### src/rtl/seven_seg_pkg.sv
// Shared constants and helpers for the seven-segment digit scanner.
// Anodes are active-low; the decoder expects the inverted nibble.
package seven_seg_pkg;

    localparam int DIGIT_W    = 4;
    localparam int MAX_DIGITS = 8;

    localparam logic [MAX_DIGITS-1:0] ANODE_OFF = '1;

    function automatic logic [DIGIT_W-1:0] hex_invert(input logic [DIGIT_W-1:0] nibble);
        return ~nibble;
    endfunction

    // Only the bit for idx is low, and only if idx falls inside the n real digits.
    function automatic logic [MAX_DIGITS-1:0] onehot_low(input logic [2:0] idx, input int n);
        logic [MAX_DIGITS-1:0] m;
        m = ANODE_OFF;
        for (int i = 0; i < MAX_DIGITS; i++) begin
            if (i < n && idx == 3'(i)) m[i] = 1'b0;
        end
        return m;
    endfunction

endpackage

### src/rtl/seven_seg_scanner_prescaler.sv
// Slot prescaler: free-running 0..REFRESH_DIV-1 counter with terminal-count
// and first-cycle flags.
module scan_prescaler #(
    parameter int REFRESH_DIV = 100000,
    parameter int CNT_W       = $clog2(REFRESH_DIV)
) (
    input  logic clk,
    input  logic rst,
    output logic o_tc,
    output logic o_zero
);

    logic [CNT_W-1:0] r_cnt;

    assign o_tc   = (r_cnt == CNT_W'(REFRESH_DIV - 1));
    assign o_zero = (r_cnt == '0);

    always_ff @(posedge clk or posedge rst) begin
        if (rst)       r_cnt <= '0;
        else if (o_tc) r_cnt <= '0;
        else           r_cnt <= r_cnt + 1'b1;
    end

endmodule

### src/rtl/seven_seg_scanner.sv
// Time-multiplexed hex digit scanner feeding an inverted-nibble 7-seg decoder.
// Optional leading-zero suppression: define LEADING_ZERO_BLANK_EN.
module seven_seg_scanner
    import seven_seg_pkg::*;
#(
    parameter int NUM_DIGITS  = 4,
    parameter int REFRESH_DIV = 100000
) (
    input  logic                          clk,
    input  logic                          rst,
    input  logic [DIGIT_W*NUM_DIGITS-1:0] value,
    input  logic                          load,
    output logic [NUM_DIGITS-1:0]         an,
    output logic [DIGIT_W-1:0]            hexOut,
    output logic                          frame_tick
);

    localparam int IDX_W = (NUM_DIGITS > 1) ? $clog2(NUM_DIGITS) : 1;
    localparam logic [IDX_W-1:0] LAST_IDX = IDX_W'(NUM_DIGITS - 1);

    logic                                   w_tc;
    logic                                   w_cnt_zero;
    logic                                   w_wrap;
    logic                                   w_lz_blank;
    logic [MAX_DIGITS-1:0]                  w_onehot;
    logic [NUM_DIGITS-1:0]                  w_an_sel;
    logic [NUM_DIGITS-1:0]                  w_an_next;

    logic [IDX_W-1:0]                       r_idx;
    logic [NUM_DIGITS-1:0][DIGIT_W-1:0]     r_pending;
    logic [NUM_DIGITS-1:0][DIGIT_W-1:0]     r_shadow;
    logic                                   r_wrap;
    logic [NUM_DIGITS-1:0]                  r_an;
    logic [DIGIT_W-1:0]                     r_hex;
    logic                                   r_frame_tick;

    scan_prescaler #(
        .REFRESH_DIV (REFRESH_DIV)
    ) u_prescaler (
        .clk    (clk),
        .rst    (rst),
        .o_tc   (w_tc),
        .o_zero (w_cnt_zero)
    );

    assign w_wrap = w_tc && (r_idx == LAST_IDX);

    // Shadow only changes at the frame wrap so a frame never tears; a load on
    // that same cycle bypasses pending so it is not a frame late.
    always_ff @(posedge clk or posedge rst) begin
        if (rst) begin
            r_idx     <= '0;
            r_pending <= '0;
            r_shadow  <= '0;
            r_wrap    <= 1'b0;
        end else begin
            if (load) r_pending <= value;
            if (w_tc) r_idx <= w_wrap ? '0 : r_idx + 1'b1;
            if (w_wrap) r_shadow <= load ? value : r_pending;
            r_wrap <= w_wrap;
        end
    end

    assign w_onehot = onehot_low(3'(r_idx), NUM_DIGITS);
    assign w_an_sel = w_onehot[NUM_DIGITS-1:0];

    generate
        if (NUM_DIGITS < MAX_DIGITS) begin : g_hi
            logic w_unused_hi;
            assign w_unused_hi = ^w_onehot[MAX_DIGITS-1:NUM_DIGITS];
        end
    endgenerate

`ifdef LEADING_ZERO_BLANK_EN
    // w_zero_above[i]: digit i and every more significant digit are zero.
    logic [NUM_DIGITS-1:0] w_zero_above;
    assign w_zero_above[NUM_DIGITS-1] = (r_shadow[NUM_DIGITS-1] == '0);
    generate
        for (genvar i = 0; i < NUM_DIGITS - 1; i++) begin : g_lz
            assign w_zero_above[i] = (r_shadow[i] == '0) && w_zero_above[i+1];
        end
    endgenerate
    assign w_lz_blank = (r_idx != '0) && w_zero_above[r_idx];
`else
    assign w_lz_blank = 1'b0;
`endif

    always_comb begin
        w_an_next = w_an_sel;
        if (w_cnt_zero || w_lz_blank) w_an_next = ANODE_OFF[NUM_DIGITS-1:0];
    end

    // Registered outputs; frame_tick is delayed once more so it lands on the
    // blank first cycle of digit 0.
    always_ff @(posedge clk or posedge rst) begin
        if (rst) begin
            r_an         <= ANODE_OFF[NUM_DIGITS-1:0];
            r_hex        <= '1;
            r_frame_tick <= 1'b0;
        end else begin
            r_an         <= w_an_next;
            r_hex        <= hex_invert(r_shadow[r_idx]);
            r_frame_tick <= r_wrap;
        end
    end

    assign an         = r_an;
    assign hexOut     = r_hex;
    assign frame_tick = r_frame_tick;

endmodule

### config.mk
export PLATFORM = sky130hd
export DESIGN_NAME = seven_seg_scanner
export DESIGN_NICKNAME = d
export VERILOG_FILES = /design/src/rtl/seven_seg_pkg.sv /design/src/rtl/seven_seg_scanner_prescaler.sv /design/src/rtl/seven_seg_scanner.sv
export SDC_FILE = /design/constraint.sdc
export NUM_CORES = 1
export LEC_CHECK = 0
export ABC_AREA = 1
export BUFFER_PORTS_ARGS = -buffer_cell sky130_fd_sc_hd__buf_2
export CAP_MARGIN = 20
export CORE_MARGIN = 2
export CORE_UTILIZATION = 55
export CTS_BUF_LIST = sky130_fd_sc_hd__clkbuf_16
export CTS_CLUSTER_DIAMETER = 60
export DETAILED_ROUTE_END_ITERATION = 12
export PLACE_DENSITY = 0.73
export SYNTH_ARGS = -nofsm -noshare
export SYNTH_HDL_FRONTEND = slang
export SYNTH_SLANG_ARGS = --single-unit
### constraint.sdc
create_clock -name clk -period 2.2 [get_ports clk]
set_input_delay 0.11 -clock clk [delete_from_list [all_inputs] [get_ports clk]]
set_output_delay 0.11 -clock clk [all_outputs]
set_load 0.05 [all_outputs]
Word level (Yosys, flattened, before mapping)
Index checks and enable logic that the tools add are counted.
{"block": "totals", "inputBits": 19, "word_cells": 35, "output_inout_bits": 9, "ff_bits": 61}
{"block": "op_classes", "addsub": 2, "n_bitwise": 1, "eq_ne": 4, "muxes": 10, "reduce_logical": 3, "magnitude_cmp": 1}
{"operator": "$add A17 B1 Y17 const B", "n": 1}
{"operator": "$eq A17 B17 Y1 const B", "n": 1}
{"operator": "$logic_not A17 Y1", "n": 1}
{"operator": "$mux W17", "n": 1}
{"operator": "$mux W16", "n": 1}
{"operator": "$bmux W4 S2", "n": 1}
{"operator": "$mux W4", "n": 2}
{"operator": "$eq A2 B2 Y1 const B", "n": 2}
{"operator": "$mux W1", "n": 4}
{"operator": "$not A4 Y4", "n": 1}
{"operator": "$lt A2 B3 Y1 const B", "n": 1}
{"operator": "$add A2 B1 Y2 const B", "n": 1}
{"operator": "$eq A2 B1 Y1 const B", "n": 1}
{"operator": "$logic_not A2 Y1", "n": 1}
{"operator": "$mux W2", "n": 1}
{"operator": "$logic_and A1 B1 Y1", "n": 1}

Logic depth before layout (Yosys ltp)
{"block": "depth", "ltp_word": 3, "mapped_depth": 9, "mapped_depth_nobuf": 9}

Modules after synthesis
From an unflattened synthesis, not the netlist that was laid out.
{"block": "unflattened", "cells_unflattened": 348, "hier_area_um2": 2862.7}
{"module": "seven_seg_scanner", "area_per_inst_um2": 1816.7, "seq_area_each_um2": 1111.1, "n_inst": 1, "cells_each": 194}
{"module": "scan_prescaler", "area_per_inst_um2": 1046.0, "seq_area_each_um2": 425.4, "n_inst": 1, "cells_each": 154}

Worst setup path before layout
OpenSTA, ideal clock, no wires.
{"block": "synth_timing", "path_kind": "reg2reg", "start": "register u_prescaler.r_cnt[0]", "end": "register r_shadow[10] (netlist bit)", "setup_slack_ns": 0.794, "path_buffers": 1, "arrival_ns": 1.289, "setup_time_ns": 0.117, "period_less_slack_ns": 1.406, "required_ns": 2.083, "stages_incl_launch_ff": 10, "cell_sequence": "dfrtp_1 ha_1 nand2_2 nor2_4 inv_4 nor2_8 nand3_4 buf_6 nand2_1 nand2_1"}
{"block": "synth_between", "elab_chain_cells": 2}
{"item": "start: declaration", "line": "seven_seg_scanner_prescaler.sv:13", "source": "logic [CNT_W-1:0] r_cnt;"}
{"item": "start signal: assignment", "line": "seven_seg_scanner_prescaler.sv:21", "source": "else r_cnt <= r_cnt + 1'b1;"}
{"item": "$eq A17 B17 Y1", "line": "seven_seg_scanner_prescaler.sv:15", "source": "assign o_tc = (r_cnt == CNT_W'(REFRESH_DIV - 1));"}
{"item": "$logic_and A1 B1 Y1", "line": "seven_seg_scanner.sv:46", "source": "assign w_wrap = w_tc && (r_idx == LAST_IDX);"}
{"item": "end signal: assignment", "line": "seven_seg_scanner.sv:59", "source": "if (w_wrap) r_shadow <= load ? value : r_pending;"}
{"item": "end: declaration", "line": "seven_seg_scanner.sv:31", "source": "logic [NUM_DIGITS-1:0][DIGIT_W-1:0] r_shadow;"}
No other way between the ends.
A chain may end at the register's enable or synchronous reset.

Worst setup path after layout
{"block": "layout_timing", "start": "register u_prescaler.r_cnt[0]", "end": "register r_shadow[2] (netlist bit)"}
Same word-level chain as after synthesis.

==> reports/qor.txt <==
Avg Cell Area, Syn -> 8.47 sq um
root buffer cell -> clkbuf_16
Pint -> 2.04 mW
Post-DRT Antenna Nets -> 0
leading area contributor after synthesis -> dfrtp_1
Reg-to-Reg Start -> u_prescaler.r_cnt[0]
die area -> 5940 sq um
power share of the clock group -> 0.517
Synth Cell Area -> 2940 sq um
worst-path cell chain -> ha_1 > nand2_2 > nor2_4 > inv_4 > nor2_8 > nand3_4 > nand2_1 > nand2_1
H-tree depth -> 3
crit start category -> flip-flop
MaxCap Viol Count -> 0
CTS tree -> built
post-DP HPWL -> 4100 um
Seq cells post-synth -> 61
layout net count -> 404
hold path startpoint -> value[1]
hold depth -> 3
biggest cell delay along the critical path -> 0.39 ns
Slew Limit Fails -> 0
CP endpoint kind -> flip-flop
part of the power in registers -> 0.451
Worst Path Arrival -> 2.00 ns
worst skew pair latency -> 0.32 ns
drt total wl -> 6070 um
fmax -> 558 MHz
fillcell total -> 452
Die Ht -> 77.1 um
die width -> 77.1 um
Worst path slowest cell -> dfrtp_1
FP Rows -> 26
RSZ-0062 raised after global routing -> false
IO Pins -> 28
status -> finished, final reports clean
number of vias per cell -> 5.07
drt initial violations -> 204
hold crit path type -> in2reg
first drt pass iteration count -> 5
crit-path leading delay family -> simple AND/OR/NAND/NOR gates
most used cell, CP -> nand2_1
Slew headroom -> 0.598
total chip power -> 2.57 mW
Crit. Startpoint -> u_prescaler.r_cnt[0]
final hold vios -> 0
fin crit share -> 0.815
layout cell share with drive strength beyond 1 -> 0.172
final setup vio count -> 0
vias in the first global route -> 2252
Critical Path RT -> 2.41 ns
crit-path max FO -> 20
Clk pin slew, worst setup/hold paths -> 0.05 ns
CTS buffer count -> 9
syn nets -> 372
Logic pwr share -> 0.033
worst slew pin tran -> 0.603 ns
global-route congestion overflow total -> 0
Tot GR Track Use -> 0.230
number of synthesis warnings -> 0
pin count of the biggest net entering global routing -> 35
cell count after synthesis -> 347
maximum vdd drop -> 0.450 mV
core area -> 5140 sq um
Final min period -> 1.79 ns
drt drc -> 0
Crit Path Class -> reg2reg
FF-to-FF path depth -> 8
global-route wire length before repair -> 10500 um
Sw Share -> 0.207
Net Sw Power -> 0.531 mW
number of port buffers -> 27
ant diodes -> 0
Crit path buffers/inverters -> 1
clock sinks -> 61
Yosys cell types -> 30
CTS resizes -> 0
Post-CTS Setup Inserts -> 0
Area growth, synth to finish -> 15.8%
final RePlAce weighted congestion -> 0.913
post-detailed-route wirelength per cell -> 13.4 um
Power Density -> 754 nW/um^2
Critical Path Stages -> 8
vias post-DR -> 2302
Clock Skew -> 0.00278 ns
area fraction of the dominant cell type after synthesis -> 0.451
setup TNS -> 0 ns
initial antenna violation count -> 0
Initial Util -> 0.572
CTS max path bufs -> 2
P_leak -> 1.74 nW
Seq/Total Area, Yosys -> 0.523
top cells by area, synth -> dfrtp_1, nand2_1, dfstp_2, inv_1, nor2_1
==> registers in the layout, summed over array words and instances (netlist names) <==
name,cells
an,4
r_wrap,1
r_shadow,16
frame_tick,1
r_idx,2
u_prescaler.r_cnt,17
hexOut,4
r_pending,16
==> layer usage <==
layer,up-vias,GRT usage,share of wire,wire (um)
met5,-,0,0,0
met4,0,0.105,0.016,99
met3,12,0.0741,0.052,313
met2,73,0.352,0.48,2910
met1,1050,0.299,0.45,2750
li1,1167,-,-,-
==> cell usage after synthesis (all sizes together) <==
cell	count
nand2	103
dfrtp	53
inv	47
nor2	42
o21ai	23
nand4	22
nand3	14
dfstp	8
buf	7
ha	6
xor2	5
a21oi	4
a32o	4
clkbuf	4
clkinv	2
nor3	1
nor4	1
or2	1
==> through the flow <==
stage	hold WS, ns	cell area (sq um)	cells	setup slack, ns	utilization
2_1_floorplan	0.248	2940	347	0.590	-
6_report	0.0387	3400	454	0.408	0.662
4_1_cts	0.0353	3400	454	0.410	0.662
5_1_grt	0.0531	3400	454	0.287	0.662
3_5_place_dp	0.216	3110	437	0.436	0.605
3_3_place_gp	0.207	3110	437	0.514	0.605
==> area by class of cell <==
cell class	instances	area (sq um)	share of cell area
tap	70	87.6	0.0257
timing repair buffer	32	188	0.0551
clock buffer	9	225	0.0662
sequential	61	1540	0.451
multi-input combinational	226	1120	0.330
inverter	49	186	0.0548
clock inverter	7	58.8	0.0173
==> power groups by stage <==
stage | logic [mW] | registers (mW) | clock network [mW]
after floorplan | 0.0488 | 1.17 | 0
after global placement | 0.0830 | 1.17 | 0
after detailed placement | 0.0854 | 1.18 | 0
after CTS | 0.0874 | 1.16 | 1.36
after global routing | 0.101 | 1.16 | 1.41
final | 0.0839 | 1.16 | 1.33
==> cells by family after synthesis <==
kind of cell             after synthesis  synth area share
buffers and inverters                 60            0.0954
AND/OR/NAND/NOR                      184             0.282
flip-flops                            61             0.523
AO/OA/AOI/OAI                         31            0.0596
adder cells (fa/ha/maj)                6            0.0255
XOR/XNOR                               5            0.0149
==> placed cells by master (no fill, tap or decap) <==
| cell type | instances |
|---|---|
| a21oi_1 | 4 |
| a32o_1 | 4 |
| buf_12 | 1 |
| buf_2 | 27 |
| buf_4 | 3 |
| bufinv_16 | 1 |
| clkbuf_16 | 9 |
| clkinv_1 | 3 |
| clkinv_2 | 2 |
| clkinvlp_4 | 1 |
| dfrtp_1 | 53 |
| dfstp_2 | 8 |
| dlygate4sd3_1 | 1 |
| ha_1 | 6 |
| inv_1 | 45 |
| inv_2 | 3 |
| inv_4 | 1 |
| nand2_1 | 100 |
| nand2_2 | 3 |
| nand3_1 | 12 |
| nand3_2 | 1 |
| nand3_4 | 1 |
| nand4_1 | 22 |
| nor2_1 | 38 |
| nor2_2 | 1 |
| nor2_4 | 2 |
| nor2_8 | 1 |
| nor3_1 | 1 |
| nor4_1 | 1 |
| o21ai_0 | 20 |
| o21ai_1 | 3 |
| or2_2 | 1 |
| xor2_1 | 5 |
==> worst min-delay path, cell delays in order <==
cell     delay (ns)
buf_2          0.07
nand2_1        0.04
o21ai_0        0.09
==> repair_timing <==
item / 4_1_cts / 5_1_grt
endpoints found under the setup margin: 0 / 0
hold buffers: 1 / 0
endpoints found under the hold margin: 20 / 0
==> final timing paths <==
path / slack [ns] / to
worst max-delay path: 0.41 / r_shadow[2]
worst min-delay path: 0.04 / r_pending[1]
worst max register to register: 0.41 / r_shadow[2]
worst min register to register: 0.35 / frame_tick
max in group asynchronous: 1.15 / an[1]
min in group asynchronous: 0.40 / r_idx[1]
Note: power is estimated with default switching activity, not from simulation.
